File: src/rtl/uart_rx_fsm.sv
// uart_rx_fsm -- receive-side sequencer for the UART RX path.
//
// Detects the start bit, counts oversampling edges within each bit and bit
// positions within the frame, strobes the external deserializer once per
// data bit, and checks the start, parity and stop bits. A clean frame ends
// with a one-cycle data_valid pulse; a bad one ends with exactly one of
// strt_glitch, par_err or stp_err instead.
//
// Ports
//   CLK          receive oversampling clock
//   RST          asynchronous, active-low reset
//   RX_IN        serial line, idle high, already synchronized
//   Prescale     oversampling ratio (8, 16 or 32), latched at frame start
//   PAR_EN       1 = frame carries a parity bit, latched at frame start
//   PAR_TYP      0 = even, 1 = odd, latched at frame start
//   sampled_bit  data-sampler majority result, valid on bit-end cycles
//   dat_samp_en  data-sampler enable, high whenever not IDLE
//   edge_cnt     oversampling edge index within the current bit
//   deser_en     deserializer shift strobe (DATA bit-end cycles only)
//   data_valid   one-cycle pulse, good frame complete
//   par_err      one-cycle pulse, parity mismatch
//   stp_err      one-cycle pulse, stop bit sampled 0
//   strt_glitch  one-cycle pulse, start bit sampled 1
//
// state  | meaning
// IDLE   | line idle, waiting for RX_IN low
// START  | inside the start bit
// DATA   | inside one of the 8 data bits
// PARITY | inside the parity bit
// STOP   | inside the stop bit

module uart_rx_fsm (
  input  logic       CLK,
  input  logic       RST,
  input  logic       RX_IN,
  input  logic [5:0] Prescale,
  input  logic       PAR_EN,
  input  logic       PAR_TYP,
  input  logic       sampled_bit,
  output logic       dat_samp_en,
  output logic [5:0] edge_cnt,
  output logic       deser_en,
  output logic       data_valid,
  output logic       par_err,
  output logic       stp_err,
  output logic       strt_glitch
);

  typedef enum logic [2:0] {
    S_IDLE,
    S_START,
    S_DATA,
    S_PARITY,
    S_STOP
  } state_t;

  state_t     state_q,       state_d;
  logic [5:0] edge_cnt_q,    edge_cnt_d;
  logic [5:0] prescale_q,    prescale_d;
  logic       par_en_q,      par_en_d;
  logic       par_typ_q,     par_typ_d;
  logic [2:0] bit_cnt_q,     bit_cnt_d;
  logic       acc_q,         acc_d;
  logic       par_fail_q,    par_fail_d;
  logic       data_valid_q,  data_valid_d;
  logic       par_err_q,     par_err_d;
  logic       stp_err_q,     stp_err_d;
  logic       strt_glitch_q, strt_glitch_d;

  logic       bit_end;

  assign bit_end = (state_q != S_IDLE) && (edge_cnt_q == (prescale_q - 6'd1));

  always_ff @(posedge CLK or negedge RST) begin
    if (!RST) begin
      state_q       <= S_IDLE;
      edge_cnt_q    <= '0;
      prescale_q    <= '0;
      par_en_q      <= 1'b0;
      par_typ_q     <= 1'b0;
      bit_cnt_q     <= '0;
      acc_q         <= 1'b0;
      par_fail_q    <= 1'b0;
      data_valid_q  <= 1'b0;
      par_err_q     <= 1'b0;
      stp_err_q     <= 1'b0;
      strt_glitch_q <= 1'b0;
    end else begin
      state_q       <= state_d;
      edge_cnt_q    <= edge_cnt_d;
      prescale_q    <= prescale_d;
      par_en_q      <= par_en_d;
      par_typ_q     <= par_typ_d;
      bit_cnt_q     <= bit_cnt_d;
      acc_q         <= acc_d;
      par_fail_q    <= par_fail_d;
      data_valid_q  <= data_valid_d;
      par_err_q     <= par_err_d;
      stp_err_q     <= stp_err_d;
      strt_glitch_q <= strt_glitch_d;
    end
  end

  always_comb begin
    state_d       = state_q;
    prescale_d    = prescale_q;
    par_en_d      = par_en_q;
    par_typ_d     = par_typ_q;
    bit_cnt_d     = bit_cnt_q;
    acc_d         = acc_q;
    par_fail_d    = par_fail_q;
    data_valid_d  = 1'b0;
    par_err_d     = 1'b0;
    stp_err_d     = 1'b0;
    strt_glitch_d = 1'b0;

    // Edge counter runs only inside a frame and restarts at every bit-end.
    if (state_q == S_IDLE || bit_end) begin
      edge_cnt_d = '0;
    end else begin
      edge_cnt_d = edge_cnt_q + 6'd1;
    end

    case (state_q)
      S_IDLE: begin
        if (!RX_IN) begin
          state_d    = S_START;
          prescale_d = Prescale;
          par_en_d   = PAR_EN;
          par_typ_d  = PAR_TYP;
          bit_cnt_d  = '0;
          acc_d      = 1'b0;
        end
      end

      S_START: begin
        if (bit_end) begin
          if (sampled_bit) begin
            strt_glitch_d = 1'b1;
            state_d       = S_IDLE;
          end else begin
            state_d = S_DATA;
          end
        end
      end

      S_DATA: begin
        if (bit_end) begin
          acc_d     = acc_q ^ sampled_bit;
          bit_cnt_d = bit_cnt_q + 3'd1;
          if (bit_cnt_q == 3'd7) begin
            state_d = par_en_q ? S_PARITY : S_STOP;
          end
        end
      end

      S_PARITY: begin
        if (bit_end) begin
          if (sampled_bit != (acc_q ^ par_typ_q)) begin
            par_fail_d = 1'b1;
          end
          state_d = S_STOP;
        end
      end

      S_STOP: begin
        if (bit_end) begin
          state_d    = S_IDLE;
          par_fail_d = 1'b0;
          // A bad stop bit outranks a parity failure.
          if (!sampled_bit) begin
            stp_err_d = 1'b1;
          end else if (par_fail_q) begin
            par_err_d = 1'b1;
          end else begin
            data_valid_d = 1'b1;
          end
        end
      end

      default: begin
        state_d = S_IDLE;
      end
    endcase
  end

  // Combinational so the deserializer captures sampled_bit on this same edge.
  assign deser_en    = (state_q == S_DATA) && bit_end;
  assign dat_samp_en = (state_q != S_IDLE);
  assign edge_cnt    = edge_cnt_q;
  assign data_valid  = data_valid_q;
  assign par_err     = par_err_q;
  assign stp_err     = stp_err_q;
  assign strt_glitch = strt_glitch_q;

endmodule

File: config.mk
export PLATFORM = sky130hd
export DESIGN_NAME = uart_rx_fsm
export DESIGN_NICKNAME = d
export VERILOG_FILES = /design/src/rtl/uart_rx_fsm.sv
export SDC_FILE = /design/constraint.sdc
export NUM_CORES = 1
export LEC_CHECK = 0
export CORE_ASPECT_RATIO = 0.9
export CORE_MARGIN = 4
export CORE_UTILIZATION = 35
export DETAILED_ROUTE_END_ITERATION = 8
export GPL_ROUTABILITY_DRIVEN = 0
export SLEW_MARGIN = 25
export SYNTH_ARGS = -nofsm -noshare
export SYNTH_HDL_FRONTEND = slang
export SYNTH_SLANG_ARGS = --single-unit
export TNS_END_PERCENT = 30
File: constraint.sdc
create_clock -name CLK -period 6.8 [get_ports CLK]
set_input_delay 1.36 -clock CLK [delete_from_list [all_inputs] [get_ports CLK]]
set_output_delay 1.36 -clock CLK [all_outputs]
set_load 0.05 [all_outputs]
Word level (Yosys, flattened, before mapping)
Cells that the tools add are included.
{"block": "totals", "wordCells": 77, "out_inout_bits": 12, "ff_bits": 26}
{"block": "op_classes", "mux": 34, "bitwise_logic": 3, "reduce_logical": 11, "add_sub_neg": 3, "eq_ne": 14}
{"operator": "2-to-1 mux 3 bit", "count": 9}
{"operator": "2-to-1 mux 1 bit", "count": 19}
{"operator": "case mux 3 bit (5 select lines)", "count": 1}
{"operator": "inequality test 2 bit, second input constant", "count": 7}
{"operator": "adder 6 x 1 -> 6 bit, second input constant", "count": 1}
{"operator": "== test 3 x 2 -> 1 bit, second input constant", "count": 2}
{"operator": "== test 3 bit, second input constant", "count": 2}
{"operator": "== test 6 bit", "count": 1}
{"operator": "2-to-1 mux 6 bit", "count": 1}
{"operator": "case mux 3 bit (2 select lines)", "count": 1}
{"operator": "AND reduction 6 bit", "count": 1}
{"operator": "subtractor 6 x 1 -> 6 bit, second input constant", "count": 1}
{"operator": "case mux 1 bit (2 select lines)", "count": 2}
{"operator": "AND reduction 4 bit", "count": 1}
{"operator": "nonzero test 2 bit", "count": 2}
{"operator": "adder 3 x 1 -> 3 bit, second input constant", "count": 1}
{"operator": "== test 3 x 1 -> 1 bit, second input constant", "count": 1}
{"operator": "logical NOT 3 bit", "count": 1}
{"operator": "AND reduction 3 bit", "count": 1}
{"operator": "nonzero test 3 bit", "count": 1}
{"operator": "logical AND 1 bit", "count": 2}
{"operator": "2-to-1 mux 2 bit", "count": 1}
{"operator": "AND reduction 2 bit", "count": 1}
{"operator": "XOR 1 bit", "count": 2}
{"operator": "other kinds (3)", "count": 3}

Depth between registers and ports, before layout
Gate-level depths: netlist of run 1.
{"block": "logic_depth", "ltp_word": 5, "ltp_mapped": 8, "ltp_nobuf": 7}

Worst setup path after synthesis of run 1
No wires, ideal clock.
{"block": "synth_path", "path_kind": "register to output", "startpoint": "register prescale_q[0]", "endpoint": "output deser_en", "stages_incl_launch_ff": 7, "n_path_buf": 1, "required_time_ns": 5.440, "setup_slack_ns": 3.154, "arrival_ns": 2.286, "path_cell_list": "dfrtp_1 -> or4_1 -> or3_1 -> a2111oi_2 -> buf_6 -> nand4_4 -> inv_1"}
{"block": "synth_via", "elab_chain_cells": 4}
{"element": "start: declaration", "line_no": "59", "rtl": "logic [5:0] prescale_q, prescale_d;"}
{"element": "start signal: assignment", "line_no": "91", "rtl": "prescale_q <= prescale_d;"}
{"element": "subtractor 6 x 1 -> 6 bit", "line_no": "72", "rtl": "assign bit_end = (state_q != S_IDLE) && (edge_cnt_q == (prescale_q - 6'd1));"}
{"element": "== test 6 bit", "line_no": "72"}
{"element": "logical AND 1 bit", "line_no": "72"}
{"element": "logical AND 1 bit", "line_no": "188", "rtl": "assign deser_en = (state_q == S_DATA) && bit_end;"}
{"element": "end: declaration", "line_no": "42", "rtl": "output logic deser_en,"}
No other way between the ends.

Final worst setup path of run 1
Ends and elaborated chain as after synthesis.

==> results.sh, run 1 <==
export IMPL_slew_at_the_pin_closest_to_its_max_slew_limit_ns=0.927
export IMPL_hold_path_class="register to register"
export IMPL_die_width_um=75.0
export IMPL_critical_path_class="register to output pin"
export IMPL_cts_repair_resizes=0
export IMPL_grt_total_usage_pct=12.9
export IMPL_report_final_hold_viol_count=0
export IMPL_number_of_diodes_added_for_antenna_fixing=0
export IMPL_postSynth_asyncResetShare_pct=100
export IMPL_synth_top_flop_cell="sky130_fd_sc_hd__dfrtp_1"
export IMPL_drcViolationCount=0
export IMPL_totalWireLength_um=2930
export IMPL_num_io_pins=24
export IMPL_vias_per_cell=5.17
export IMPL_average_cell_area_after_synthesis_um2=10.2
export IMPL_cpLargestDelayFamily="buffers and inverters"
export IMPL_grt_ovfl_total=0
export IMPL_peakVddDrop_mv=0.169
export IMPL_root_buffer="sky130_fd_sc_hd__clkbuf_8"
export IMPL_netlist_area_um2=1420
export IMPL_area_delta_synth_final_pct=22.6
export IMPL_worstSkewPairLatency_ns=0.27
export IMPL_post_route_period_util_pct=69.1
export IMPL_netlist_cell_type_count=39
export IMPL_synth_yosys_seq_area_share_pct=46.0
export IMPL_drv_max_cap_violation_count=0
export IMPL_ys_top_cells_by_area="sky130_fd_sc_hd__dfrtp_1, sky130_fd_sc_hd__xnor2_1, sky130_fd_sc_hd__mux2_2, sky130_fd_sc_hd__ha_1, sky130_fd_sc_hd__nor3_1"
export IMPL_placeableCoreArea_um2=3810
export IMPL_cts_htree_levels=1
export IMPL_first_global_vias=1031
export IMPL_hold_slack_ns=0.538
export IMPL_grt_start_max_net_pins=27
export IMPL_arrival_time_of_data_at_the_critical_path_endpoint_ns=3.34
export IMPL_outcome="completed"
export IMPL_cts_tree="done"
export IMPL_tritoncts_num_buffers=3
export IMPL_highest_cell_delay_on_the_worst_timing_path_ns=0.80
export IMPL_cts_path_max_buffers=2
export IMPL_finish_net_count=178
export IMPL_finClkSkew_ns=0.00491
export IMPL_drt_first_pass_iters=4
export IMPL_cts_repair_timing_setup_buffer_count=0
export IMPL_cp_data_required_time_ns=5.44
export IMPL_power_per_cell_area_nw_per_um2=440
export IMPL_synth_fp_nets=155
export IMPL_route_detailed_wl_per_inst_um=14.2
export IMPL_fin_crit_ns=4.70
export IMPL_path_max_fanout=11
export IMPL_detail_placement_hpwl_um=2200
export IMPL_fp_dieArea_um2=5130
export IMPL_syn_inst=139
export IMPL_grt_pass1_wl_um=4930
export IMPL_setup_violations_final=0
export IMPL_yosysWarnings=0
export IMPL_die_y_um=68.3
export IMPL_clock_fmax_mhz=213
export IMPL_row_count=21
export IMPL_drive_gt1_share_pct=11.2
export IMPL_path_common_cell="sky130_fd_sc_hd__inv_1"
export IMPL_portBuffers=23
export IMPL_cpMaxStageDelayCell="sky130_fd_sc_hd__clkdlybuf4s50_1"
export IMPL_vias=1071
export IMPL_maxSlewHeadroom_pct=37.9
export IMPL_cts_sinks=26
export IMPL_drt_iter0_markers=83
export IMPL_total_leakage_power_uw=0.000729
export IMPL_finalMaxSlewViolations=0
export IMPL_path_cells="inv_1, ha_1, and2b_1, or3_1, a31oi_1, nand4_4, inv_1, clkdlybuf4s50_1"
export IMPL_hold_buffers=0
export IMPL_timing_critical_path_to_type="output pin"
export IMPL_tns_ns=0
export IMPL_clkTransAtPathRegs_ns=0.08
export IMPL_grt_setup_unrepaired="false"
export IMPL_ys_seq_elements=26
export IMPL_kind_of_launch_point_of_the_worst_setup_path="register"
export IMPL_worst_path_buf_inv=3
export IMPL_antenna_found_initial=0
export IMPL_final_antenna_net_count=0
export IMPL_post_synth_top_area_cell="sky130_fd_sc_hd__dfrtp_1"
export IMPL_synth_edff_count=0
export IMPL_netlist_area_leader_share_pct=46.0
export IMPL_initial_core_util_pct=37.1
## power by group
part	switching, uW	internal [uW]	total, uW
Combinational	216	165	380
Sequential	75.0	208	283
Clock	47.7	51.8	99.5
## cell families (layout without fill, tap and decap cells)
group,after synthesis,after routing,share of synthesized area [%]
compound gates,22,22,10.5
xor+xnor,12,12,7.43
fa+ha+maj,4,4,3.54
buf+inv,14,36,4.51
flops,26,26,46.0
mux,7,7,6.10
simple gates,54,54,21.9
## synthesized netlist by cell type (3+ instances only)
cell type / count
sky130_fd_sc_hd__nor3_1: 8
sky130_fd_sc_hd__a21oi_1: 3
sky130_fd_sc_hd__nand2_1: 9
sky130_fd_sc_hd__xnor2_1: 10
sky130_fd_sc_hd__inv_1: 7
sky130_fd_sc_hd__dfrtp_1: 26
sky130_fd_sc_hd__mux2_2: 5
sky130_fd_sc_hd__nor2b_1: 5
sky130_fd_sc_hd__nand3_1: 5
sky130_fd_sc_hd__buf_2: 3
sky130_fd_sc_hd__nor2_1: 9
sky130_fd_sc_hd__o21ai_0: 8
sky130_fd_sc_hd__ha_1: 4
sky130_fd_sc_hd__clkbuf_1: 3
sky130_fd_sc_hd__a31oi_1: 3
## registers in the layout, summed over array words and instances, names as in the netlist
signal,flops
acc_q,1
bit_cnt_q,3
data_valid,1
edge_cnt,6
par_en_q,1
par_err,1
par_fail_q,1
par_typ_q,1
prescale_q,6
state_q,3
stp_err,1
strt_glitch,1
## worst reg2reg max path, delay by kind of cell (launching register included)
kind | cells | cell delay, ns
AO/OA/AOI/OAI | 1 | 0.76
adder cells (fa/ha/maj) | 1 | 0.23
buffers and inverters | 1 | 0.08
flip-flops | 1 | 0.40
AND/OR/NAND/NOR | 4 | 1.15
## per-stage QoR
stage                     worst slack (ns)  util, %  power [uW]  cell area (um^2)  std cells
after floorplan                       3.15        -         573              1420        139
after global placement                2.46     44.1         655              1680        203
after detailed placement              2.42     44.1         670              1680        203
after CTS                             2.09     45.6         772              1740        207
after global routing                  1.90     45.6         821              1740        207
final                                 2.10     45.6         763              1740        207
## cells in the final DEF, fill, tap and decap left out, types with 3 or more instances in the layout
| cell | count |
|---|---|
| sky130_fd_sc_hd__a21oi_1 | 3 |
| sky130_fd_sc_hd__a31oi_1 | 3 |
| sky130_fd_sc_hd__clkbuf_8 | 4 |
| sky130_fd_sc_hd__clkdlybuf4s50_1 | 23 |
| sky130_fd_sc_hd__dfrtp_1 | 26 |
| sky130_fd_sc_hd__ha_1 | 4 |
| sky130_fd_sc_hd__inv_1 | 7 |
| sky130_fd_sc_hd__mux2_2 | 5 |
| sky130_fd_sc_hd__nand2_1 | 9 |
| sky130_fd_sc_hd__nand3_1 | 5 |
| sky130_fd_sc_hd__nor2_1 | 9 |
| sky130_fd_sc_hd__nor2b_1 | 5 |
| sky130_fd_sc_hd__nor3_1 | 8 |
| sky130_fd_sc_hd__o21ai_0 | 8 |
| sky130_fd_sc_hd__xnor2_1 | 10 |
## per-layer routing
metal	GRT usage [%]	share of wire, %	vias up
met3	3.52	5.1	6
li1	-	-	535
met4	4.22	2.1	0
met5	0	0	-
met1	16.8	46	505
met2	20.7	47	25
## area by class of cell
cell class | instances | area, um^2
clock buffer | 4 | 55.1
inverter | 7 | 26.3
fill | 364 | 2070
tap | 46 | 57.6
multi-input combinational | 99 | 701
timing repair buffer | 25 | 245
sequential | 26 | 651
## final timing paths
path / from / end / slack (ns) / depth (start not counted)
hold / removal: par_typ_q$_DFFE_PN0P_ / par_typ_q$_DFFE_PN0P_ / 0.54 / 1
setup / recovery: prescale_q[0]$_DFFE_PN0P_ / deser_en / 2.10 / 8
setup reg to reg: prescale_q[0]$_DFFE_PN0P_ / par_err$_DFF_PN0_ / 4.12 / 7
min in group asynchronous: RST / edge_cnt[3]$_DFF_PN0_ / 1.46 / 2
max in group asynchronous: RST / prescale_q[1]$_DFFE_PN0P_ / 5.09 / 2
hold reg to reg: par_typ_q$_DFFE_PN0P_ / par_typ_q$_DFFE_PN0P_ / 0.54 / 1
Note: power is estimated with default switching activity, not from simulation.
==> run 2: changes to the inputs <==
- clock period: 6.8 -> 4.1 ns (I/O delays scaled with it)
==> run 2 against run 1 <==
Clock skew is 0.0033 ns lower. Die area unchanged. Sequential share of layout area is 0.081 points lower. Total power is 65% higher. Cell count stayed put. First-iteration DRC count is 34% lower. Cell area up 0.22%. Sequential power grew 66%. Utilization rose by 0.099 points. Setup slack got worse by 1.4 ns. Clock-buffer cell count down 1. Largest cell class unchanged.
==> results.sh, run 2 (synthesized netlist as in run 1, its figures left out) <==
export IMPL_row_count=21
export IMPL_power_per_cell_area_nw_per_um2=724
export IMPL_finalMaxSlewViolations=0
export IMPL_maxSlewHeadroom_pct=41.4
export IMPL_leading_cell_type_in_the_layout_fill_and_taps_excluded="sky130_fd_sc_hd__dfrtp_1"
export IMPL_fin_ws_ns=0.665
export IMPL_num_io_pins=24
export IMPL_arrival_time_of_data_at_the_critical_path_endpoint_ns=2.61
export IMPL_cp_data_required_time_ns=3.28
export IMPL_grt_total_usage_pct=13.7
export IMPL_grt_ovfl_total=0
export IMPL_vias_per_cell=5.27
export IMPL_cts_tree="done"
export IMPL_cts_repair_timing_setup_buffer_count=0
export IMPL_cts_htree_levels=1
export IMPL_total_leakage_power_uw=0.000731
export IMPL_critical_path_class="register to output pin"
export IMPL_route_detailed_wl_per_inst_um=14.4
export IMPL_tns_ns=0
export IMPL_die_y_um=68.3
export IMPL_drt_met1_wl_um=1400
export IMPL_cpMaxStageDelayCell="sky130_fd_sc_hd__or4_1"
export IMPL_area_delta_synth_final_pct=22.9
export IMPL_peakVddDrop_mv=0.319
export IMPL_worstSkewPairLatency_ns=0.27
export IMPL_vias=1090
export IMPL_path_cells="or4_1, or3_1, a2111oi_2, buf_4, nand4_4, inv_1, buf_12"
export IMPL_post_route_period_util_pct=83.8
export IMPL_initial_core_util_pct=37.1
export IMPL_layoutNonFillerInstCount=207
export IMPL_antenna_found_initial=0
export IMPL_highest_cell_delay_on_the_worst_timing_path_ns=0.54
export IMPL_clock_fmax_mhz=291
export IMPL_worstSetupStartpoint="prescale_q[2]$_DFFE_PN0P_"
export IMPL_path_max_fanout=11
export IMPL_drv_max_cap_violation_count=0
export IMPL_final_antenna_net_count=0
export IMPL_drt_iter0_markers=55
export IMPL_met2WireLength_um=1410
export IMPL_tritoncts_num_buffers=3
export IMPL_number_of_diodes_added_for_antenna_fixing=0
export IMPL_grt_start_max_net_pins=27
export IMPL_grt_setup_unrepaired="false"
export IMPL_cts_repair_resizes=0
export IMPL_fin_crit_ns=3.43
export IMPL_timing_critical_path_to_type="output pin"
export IMPL_reg2reg_start="state_q[1]$_DFFE_PN0P_"
export IMPL_met3_wirelength_um=107
export IMPL_placeableCoreArea_um2=3810
export IMPL_outcome="completed"
export IMPL_drt_first_pass_iters=4
export IMPL_worst_path_buf_inv=3
export IMPL_root_buffer="sky130_fd_sc_hd__clkbuf_8"
export IMPL_portBuffers=23
export IMPL_min_from="par_typ_q$_DFFE_PN0P_"
export IMPL_drive_gt1_share_pct=11.8
export IMPL_mostFrequentLayoutCells="sky130_fd_sc_hd__dfrtp_1, sky130_fd_sc_hd__clkdlybuf4s50_1, sky130_fd_sc_hd__xnor2_1"
export IMPL_detail_placement_hpwl_um=2230
export IMPL_setup_violations_final=0
export IMPL_hold_buffers=0
export IMPL_kind_of_launch_point_of_the_worst_setup_path="register"
export IMPL_first_global_vias=1106
export IMPL_finClkSkew_ns=0.00160
export IMPL_grt_pass1_wl_um=5260
export IMPL_dp_worst_setup_slack_ns=0.967
export IMPL_placed_cells=204
export IMPL_finish_net_count=179
export IMPL_top_signal_layer_used="met4"
export IMPL_drcViolationCount=0
export IMPL_cts_sinks=26
export IMPL_totalWireLength_um=2970
export IMPL_hold_path_class="register to register"
export IMPL_slew_at_the_pin_closest_to_its_max_slew_limit_ns=0.875
export IMPL_die_width_um=75.0
export IMPL_cpLargestDelayFamily="simple AND/OR/NAND/NOR gates"
export IMPL_fp_dieArea_um2=5130
export IMPL_clkTransAtPathRegs_ns=0.09
export IMPL_report_final_hold_viol_count=0
export IMPL_cts_path_max_buffers=2
run 2: cell types whose count changed in the layout (fill, tap and decap cells not counted):
| cell | previous run | this run |
|---|---|---|
| sky130_fd_sc_hd__clkbuf_8 | 4 | 3 |
| sky130_fd_sc_hd__clkdlybuf4s50_1 | 23 | 22 |
| sky130_fd_sc_hd__buf_12 | 0 | 1 |
| sky130_fd_sc_hd__buf_4 | 2 | 3 |
run 2: path summary, 6_finish.rpt:
kind | end | slack [ns] | cells past startpoint
max | deser_en | 0.67 | 7
min | par_typ_q$_DFFE_PN0P_ | 0.54 | 1
max reg2reg | prescale_q[2]$_DFFE_PN0P_ | 1.52 | 4
min reg2reg | par_typ_q$_DFFE_PN0P_ | 0.54 | 1
max in group asynchronous | bit_cnt_q[1]$_DFFE_PN0P_ | 2.93 | 2
min in group asynchronous | edge_cnt[0]$_DFF_PN0_ | 0.92 | 2
run 2: power breakdown:
group	total, uW	internal (uW)	switching (uW)
combinational	645	288	356
clock	144	65.9	77.6
sequential	471	345	126
run 2: final cells by class:
cell class	count	area (um^2)
Timing Repair Buffer	26	263
Tap cell	46	57.6
Sequential cell	26	651
Inverter	7	26.3
Multi-Input combinational cell	99	701
Clock buffer	3	41.3
Fill cell	363	2070
run 2: through the flow:
step	hold slack [ns]	total power (uW)	area, um^2	util [%]
2_1_floorplan	0.485	951	1420	-
5_1_grt	0.553	1360	1740	45.6
4_1_cts	0.541	1270	1740	45.6
3_3_place_gp	0.512	1100	1700	44.6
6_report	0.539	1260	1740	45.6
3_5_place_dp	0.521	1130	1700	44.6
run 2: layer usage:
| metal | GRT usage, % | vias to the layer above |
|---|---|---|
| li1 | - | 538 |
| met3 | 2.35 | 4 |
| met5 | 0 | - |
| met4 | 6.00 | 0 |
| met2 | 22.0 | 21 |
| met1 | 18.1 | 527 |
